File: config.mk
export PLATFORM = sky130hd
export DESIGN_NAME = intf_slice_loader
export DESIGN_NICKNAME = d
export VERILOG_FILES = /design/src/rtl/intf_slice_pkg.sv /design/src/rtl/intf_slice_addr.sv /design/src/rtl/intf_slice_loader.sv
export SDC_FILE = /design/constraint.sdc
export NUM_CORES = 1
export LEC_CHECK = 0
export ABC_AREA = 1
export CAP_MARGIN = 40
export CORE_ASPECT_RATIO = 1.4
export CORE_MARGIN = 2
export CORE_UTILIZATION = 32
export DETAILED_ROUTE_END_ITERATION = 10
export DONT_BUFFER_PORTS = 1
export PLACE_DENSITY = 0.57
export SLEW_MARGIN = 15
export SYNTH_ARGS = -nofsm -noshare
export SYNTH_HDL_FRONTEND = slang
export SYNTH_HIERARCHICAL = 1
export SYNTH_SLANG_ARGS = --single-unit
export TNS_END_PERCENT = 100
File: constraint.sdc
create_clock -name clk -period 1.65 [get_ports clk]
set_input_delay 0.2475 -clock clk [delete_from_list [all_inputs] [get_ports clk]]
set_output_delay 0.2475 -clock clk [all_outputs]
set_load 0.05 [all_outputs]
File: src/rtl/intf_slice_pkg.sv
// Shared types and the range helper for the slice loader and its address unit.
package intf_slice_pkg;

    typedef enum logic [1:0] {
        IDLE = 2'd0,
        LOAD = 2'd1,
        DONE = 2'd2
    } state_t;

    typedef enum logic {
        DIR_UP   = 1'b0,
        DIR_DOWN = 1'b1
    } dir_t;

    // True when idx lies in the declared range lo .. lo+n-1; below-lo counts as out of range.
    function automatic logic in_range(input int idx, input int lo, input int n);
        return (idx >= lo) && ((idx - lo) < n);
    endfunction

endpackage

File: src/rtl/intf_slice_addr.sv
// Slice address unit: validates and latches the slice bounds, then walks the slot
// pointer toward the end bound in the slice's direction.
module intf_slice_addr
    import intf_slice_pkg::*;
#(
    parameter int NUM_SLOTS = 4,
    parameter int IDX_LO    = 1,
    parameter int IDX_W     = 8,
    parameter int PTR_W     = (NUM_SLOTS > 1) ? $clog2(NUM_SLOTS) : 1
) (
    input  logic             clk,
    input  logic             rst_n,
    input  logic             load_i,
    input  logic             step_i,
    input  logic [IDX_W-1:0] first_i,
    input  logic [IDX_W-1:0] last_i,
    output logic             bounds_ok_o,
    output logic [PTR_W-1:0] ptr_o,
    output logic             at_end_o
);

    logic [PTR_W-1:0] ptr_reg;
    logic [PTR_W-1:0] end_reg;
    dir_t             dir_reg;

    assign bounds_ok_o = in_range(int'(first_i), IDX_LO, NUM_SLOTS) &&
                         in_range(int'(last_i),  IDX_LO, NUM_SLOTS);

    // Offsets are formed one bit wider than the index so a negative result cannot alias.
    always_ff @(posedge clk or negedge rst_n) begin
        if (!rst_n) begin
            ptr_reg <= '0;
            end_reg <= '0;
            dir_reg <= DIR_UP;
        end else if (load_i) begin
            ptr_reg <= PTR_W'({1'b0, first_i} - (IDX_W+1)'(IDX_LO));
            end_reg <= PTR_W'({1'b0, last_i}  - (IDX_W+1)'(IDX_LO));
            dir_reg <= (last_i < first_i) ? DIR_DOWN : DIR_UP;
        end else if (step_i) begin
            ptr_reg <= (dir_reg == DIR_UP) ? ptr_reg + 1'b1 : ptr_reg - 1'b1;
        end
    end

    assign ptr_o    = ptr_reg;
    assign at_end_o = (ptr_reg == end_reg);

endmodule

File: src/rtl/intf_slice_loader.sv
// Slice loader: fills NUM_SLOTS slot words from a ready/valid stream in slice order.
// Optional readback port enabled by defining INTF_SLICE_LOADER_READBACK_EN.
module intf_slice_loader
    import intf_slice_pkg::*;
#(
    parameter int NUM_SLOTS = 4,
    parameter int DATA_W    = 32,
    parameter int IDX_LO    = 1,
    parameter int IDX_W     = 8
) (
    input  logic                        clk,
    input  logic                        rst_n,
    input  logic                        start_i,
    input  logic [IDX_W-1:0]            first_i,
    input  logic [IDX_W-1:0]            last_i,
    input  logic                        in_valid_i,
    input  logic [DATA_W-1:0]           in_data_i,
    output logic                        in_ready_o,
    output logic [NUM_SLOTS*DATA_W-1:0] slot_data_o,
    output logic [NUM_SLOTS-1:0]        slot_vld_o,
    output logic                        busy_o,
    output logic                        done_o,
    output logic                        err_o,
    input  logic                        clear_i
`ifdef INTF_SLICE_LOADER_READBACK_EN
    ,
    input  logic [IDX_W-1:0]            rd_idx_i,
    output logic [DATA_W-1:0]           rd_data_o,
    output logic                        rd_hit_o
`endif
);

    localparam int PTR_W = (NUM_SLOTS > 1) ? $clog2(NUM_SLOTS) : 1;

    state_t           state_reg, state_next;
    logic             err_reg;
    logic             bounds_ok;
    logic             at_end;
    logic [PTR_W-1:0] ptr;
    logic             accept;
    logic             load;
    logic             step;
    logic             clear_en;

    assign accept   = (state_reg == LOAD) && in_valid_i;
    assign load     = (state_reg == IDLE) && start_i && bounds_ok;
    assign step     = accept && !at_end;
    assign clear_en = clear_i && (state_reg != LOAD);

    intf_slice_addr #(
        .NUM_SLOTS (NUM_SLOTS),
        .IDX_LO    (IDX_LO),
        .IDX_W     (IDX_W),
        .PTR_W     (PTR_W)
    ) u_addr (
        .clk         (clk),
        .rst_n       (rst_n),
        .load_i      (load),
        .step_i      (step),
        .first_i     (first_i),
        .last_i      (last_i),
        .bounds_ok_o (bounds_ok),
        .ptr_o       (ptr),
        .at_end_o    (at_end)
    );

    always_comb begin
        state_next = state_reg;
        case (state_reg)
            IDLE:    if (load) state_next = LOAD;
            LOAD:    if (accept && at_end) state_next = DONE;
            DONE:    state_next = IDLE;
            default: state_next = IDLE;
        endcase
    end

    always_ff @(posedge clk or negedge rst_n) begin
        if (!rst_n) begin
            state_reg <= IDLE;
            err_reg   <= 1'b0;
        end else begin
            state_reg <= state_next;
            err_reg   <= (state_reg == IDLE) && start_i && !bounds_ok;
        end
    end

    // Status outputs decode straight from registered state, so they change only on edges.
    assign busy_o     = (state_reg == LOAD);
    assign in_ready_o = (state_reg == LOAD);
    assign done_o     = (state_reg == DONE);
    assign err_o      = err_reg;

    // Writes happen only in LOAD and clears only outside it, so they never collide.
    for (genvar gi = 0; gi < NUM_SLOTS; gi++) begin : g_slot
        logic [DATA_W-1:0] data_reg;
        logic              vld_reg;

        always_ff @(posedge clk or negedge rst_n) begin
            if (!rst_n) begin
                data_reg <= '0;
                vld_reg  <= 1'b0;
            end else if (accept && (ptr == PTR_W'(gi))) begin
                data_reg <= in_data_i;
                vld_reg  <= 1'b1;
            end else if (clear_en) begin
                vld_reg  <= 1'b0;
            end
        end

        assign slot_data_o[gi*DATA_W +: DATA_W] = data_reg;
        assign slot_vld_o[gi]                   = vld_reg;
    end

`ifdef INTF_SLICE_LOADER_READBACK_EN
    logic [PTR_W-1:0] rd_ptr;
    logic             rd_ok;

    assign rd_ptr = PTR_W'({1'b0, rd_idx_i} - (IDX_W+1)'(IDX_LO));
    assign rd_ok  = in_range(int'(rd_idx_i), IDX_LO, NUM_SLOTS) && slot_vld_o[rd_ptr];

    always_ff @(posedge clk or negedge rst_n) begin
        if (!rst_n) begin
            rd_data_o <= '0;
            rd_hit_o  <= 1'b0;
        end else begin
            rd_data_o <= rd_ok ? slot_data_o[rd_ptr*DATA_W +: DATA_W] : '0;
            rd_hit_o  <= rd_ok;
        end
    end
`endif

endmodule

# Yosys cells after proc, flatten, opt, wreduce, memory -nomap -nowiden
# Index checks and enable logic that the tools add are counted.
# totals
wordCells,69
in_bits,53
register_bits,140
out_inout_bits,136
# op_classes
mux,12
magnitude_cmp,5
n_addsub,6
reduce_logical,24
eq_ne,9
# ops
op,n
$lt 32x4->1 const B,2
$sub 8x1->9 const B,2
$ge 8x1->1 const B,2
$logic_and 1x1->1,14
$mux 2,5
$reduce_bool 2->1,5
$lt 8x8->1,1
$eq 2x2->1 const B,3
$mux 1,6
$sub 2x1->2 const B,3
$eq 2x1->1 const B,2
$logic_not 2->1,2
$ne 2x1->1 const B,2
$pmux 2 s2,1
$add 2x1->2 const B,1
$eq 2x2->1,1
$logic_not 1->1,2
$ne 2x2->1 const B,1
$reduce_and 2->1,1

# Depth between registers and ports, before layout
# depth
depth_word,7
depth_mapped,13
ltp_nobuf,13

# By module
# The synthesis kept the hierarchy.
# modules_own_cells
module,n_inst,cells_each,area_per_inst_um2
intf_slice_loader,1,659,5684.2
intf_slice_addr,1,88,583.1

# Least setup slack after synthesis
# Ideal clock, no wire load.
# synth_path
path_kind,reg-to-reg
start,reg state_reg[0]
end,reg g_slot[3].data_reg[10]
path_stages_with_launch,7
period_less_slack_ps,1693
n_path_buf,1
arrival_ps,1574
setup_ps,119
setup_slack_ps,-43
path_cell_list,dfrtp_1 inv_1 nor2_2 nand3_1 clkbuf_1 nand2_1 nand2_1
# synth_between
elab_chain_cells,3
# synth_rtl
item,line,text
start: declaration,intf_slice_loader.sv:35,"state_t state_reg, state_next;"
start signal: assignment,intf_slice_loader.sv:82,state_reg <= state_next;
$eq 2x1->1,--,
named net busy_o,intf_slice_loader.sv:21,"output logic busy_o,"
$logic_and 1x1->1,intf_slice_loader.sv:45,assign accept = (state_reg == LOAD) && in_valid_i;
$logic_and 1x1->1,intf_slice_loader.sv:102,end else if (accept && (ptr == PTR_W'(gi))) begin
end signal: assignment,intf_slice_loader.sv:103,data_reg <= in_data_i;
end: declaration,intf_slice_loader.sv:95,logic [DATA_W-1:0] data_reg;
# The timed path passes the listed nets, and every way through them passes these cells.
# A chain may end at the register's enable or synchronous reset.

# Worst setup path in the final report
# layout_path
start,reg state_reg[0]
end,out in_ready_o
# layout_between
elab_chain_cells,1
# layout_rtl
item,line,text
$eq 2x1->1,--,
end: declaration,intf_slice_loader.sv:18,"output logic in_ready_o,"
# No other way between the ends.

==> flow_summary.toml <==
[timing]
rsz0062_at_grt = "no"
fin_tns_setup_ns = 0
min_period_ns = 1.57
setup_ws_ns = 0.0786
drv_slew = 0
worstMarginPinSlew_ns = 0.569
fmax_mhz = 636
holdWs_ns = -0.470
setup_viol = 0
relSlewSlack_pct = 62.1
finalCritPeriodShare_pct = 95.2
hold_violations = 140
clock_skew_ns = 0.00773

[logic_synthesis]
synthMuxAreaShare_pct = 0
postSynthCellCount = 747
synth_compound_area_share_pct = 9.26
yosysTopAreaCellShare_pct = 55.9
synthXorXnorAreaFrac_pct = 0.559
synth-simple-area-share_pct = 23.8
netlist_area_sq_um = 6270
synth_seq_cells = 140
synth_ff_type = "dfrtp_1"
synth_edf_count = 0
synth_fa_ha_area_share_pct = 2.20
ys_seq_area_share_pct = 55.9
async_flop_share_pct = 100
syn_area_per_cell_sq_um = 8.39
synth_top_family_by_area = "simple AND/OR/NAND/NOR gates"
synth_fp_nets = 811
ys_warn_count = 6
synth_top_area_cell = "dfrtp_1"
ys_types = 21
synthTopCellsByArea = "dfrtp_1, nand2_1, o21bai_1"

[layout]
final_cells = 1048
area_growth_pct = 22.1
final_util_pct = 39.8
final_layout_size_suffix_gt1_share_pct = 8.50
largest_reg_flops = 128
diodes = 0
num-nets-final = 852

[power_and_ir_drop]
power_frac_clock_pct = 51.8
internal_power_w = 0.00598
p_leak_nw = 3.89
power.density_nw_per_um2 = 998
switching_share_pct = 21.7
vdd_drop_max_mv = 0.597
p_sw_w = 0.00166
power_frac_seq_pct = 45.5
comb_power_share_pct = 2.7

[die]
core.rowCount = 60
initial_utilization_pct = 32.6
fp.dieH_um = 170
die_x_um = 122
die_area_sq_um = 20700
ioPinCount = 189
core_area_sq_um = 19200

[clock_network]
path_clk_slew_ns = 0.06
htreeDepth = 4
cts_setup_buffers = 0
postCtsHoldBufs = 35
tritoncts = "done"
cts_buffers = 17
ctsRootBufferMaster = "clkbuf_16"
cts_num_sinks = 140
clk_latency_ns = 0.42
cts.path.max_buffers = 2

[setup_path]
arrival_ns = 1.32
cp-end-kind = "primary output"
crit_path_start_kind = "flop"
crit_required_ns = 1.40
crit_fanout = 4
crit_type = "flop to primary output"

[detailed_routing]
drtIter0Drc = 225
ant_nets = 0
drc = 0
first_pass_iters = 4
viasPerCell = 4.61
wire_per_inst_um = 17.4
finalWirelength_um = 18200
vias = 4835

[outcome]
status = "finished, violations left"
violations = "hold timing"

[global_routing]
grt.total_usage_pct = 18.4
grt_pass1_vias = 5000
antenna_found_initial = 1
grt_start_max_net_pins = 141
grt_first_pass_wirelength_um = 28900
grt-ovfl-total = 0

[job]
max_cap_violations = 0

[placement]
dp_slack_ns = 0.0525
dp.cells = 982
hpwl_um = 11800
port_buffers = 0
gp_congestion = 0.737

[hold_path]
hold_class = "input port to async pin"
==> stage by stage <==
stage | area, sq um | total power, W | hold slack (ns)
3_5_place_dp | 6690 | 0.00364 | -0.0426
6_report | 7650 | 0.00764 | -0.470
3_3_place_gp | 6690 | 0.00363 | -0.0441
5_1_grt | 7650 | 0.00792 | -0.494
4_1_cts | 7650 | 0.00776 | -0.496
2_1_floorplan | 6270 | 0.00361 | -0.0481
==> Yosys cell counts, types with 5 or more instances <==
cell type	number
o21bai_1	64
clkbuf_1	15
nand2_1	322
a21oi_1	9
buf_4	5
buf_2	19
inv_1	87
nand3_1	35
nor2_1	20
ha_1	11
o21ai_0	8
dfrtp_1	140
==> what timing repair did <==
action | 4_1_cts | 5_1_grt
gates resized for setup | 2 | 2
endpoints found under the setup margin | 2 | 18
hold endpoints to repair | 271 | 140
pin swaps | 0 | 0
==> path summary, 6_finish.rpt <==
check                                          to  depth (start not counted)  slack [ns]            from
max                                    in_ready_o                          3        0.08    state_reg[0]
min                         g_slot[3].data_reg[2]                          0       -0.47           rst_n
max reg2reg                       u_addr/ptr_o[0]                          7        0.19    state_reg[1]
min reg2reg                        u_addr/dir_reg                          2        0.50  u_addr/dir_reg
max in group asynchronous  g_slot[2].data_reg[17]                          0        1.93           rst_n
min in group clk                            err_o                          2        0.04         start_i
==> area by class of cell <==
class                   instances  area (sq um)
multi-input cells             480          2300
inverters                      88           330
well taps                     248           310
clock buffers                  20           457
clock inverters                11           144
fillers                      1958         11600
flip-flops and latches        140          3500
repair buffers                 61           607
==> worst max-delay path, stage by stage, from the launching register on <==
cell	delay, ns
dfrtp_2	0.41
inv_1	0.09
nor2_4	0.18
buf_8	0.23
==> logic make-up (layout without fill, tap and decap cells) <==
family                     after synthesis  in the layout
DFF                                    140            140
AOI/OAI and AO/OA                       83             83
adders and majority gates               11             11
xor gates and xnor gates                 4              4
buffers and inverters                  127            180
and+or+nand+nor                        382            382
==> power by group through the flow <==
| stage | Clock, W | Sequential [W] | Combinational (W) |
|---|---|---|---|
| final | 0.00396 | 0.00348 | 0.000204 |
| after CTS | 0.00407 | 0.00348 | 0.000209 |
| after global routing | 0.00421 | 0.00348 | 0.000232 |
| after global placement | 0 | 0.00354 | 0.0000913 |
| after detailed placement | 0 | 0.00354 | 0.0000938 |
| after floorplan | 0 | 0.00354 | 0.0000697 |
==> layout by cell type, fill, tap and decap left out, drive strengths merged, types with 2 or more instances in the layout <==
master / n
bufinv: 3
a21oi: 9
nor3: 2
inv: 88
nor2: 21
ha: 11
xor2: 3
clkbuf: 20
o21bai: 64
buf: 26
o21ai: 8
clkinv: 7
nand3: 36
dlygate4sd3: 35
nand2: 322
dfrtp: 140
==> routing by layer <==
layer	vias up	GRT usage, %	part of all wire, %
met1	2306	21.2	40
met3	24	4.33	5.4
li1	2367	-	-
met2	136	32.3	52
met5	-	0	0.071
met4	2	7.65	2.6
(Power assumes the default switching activity.)
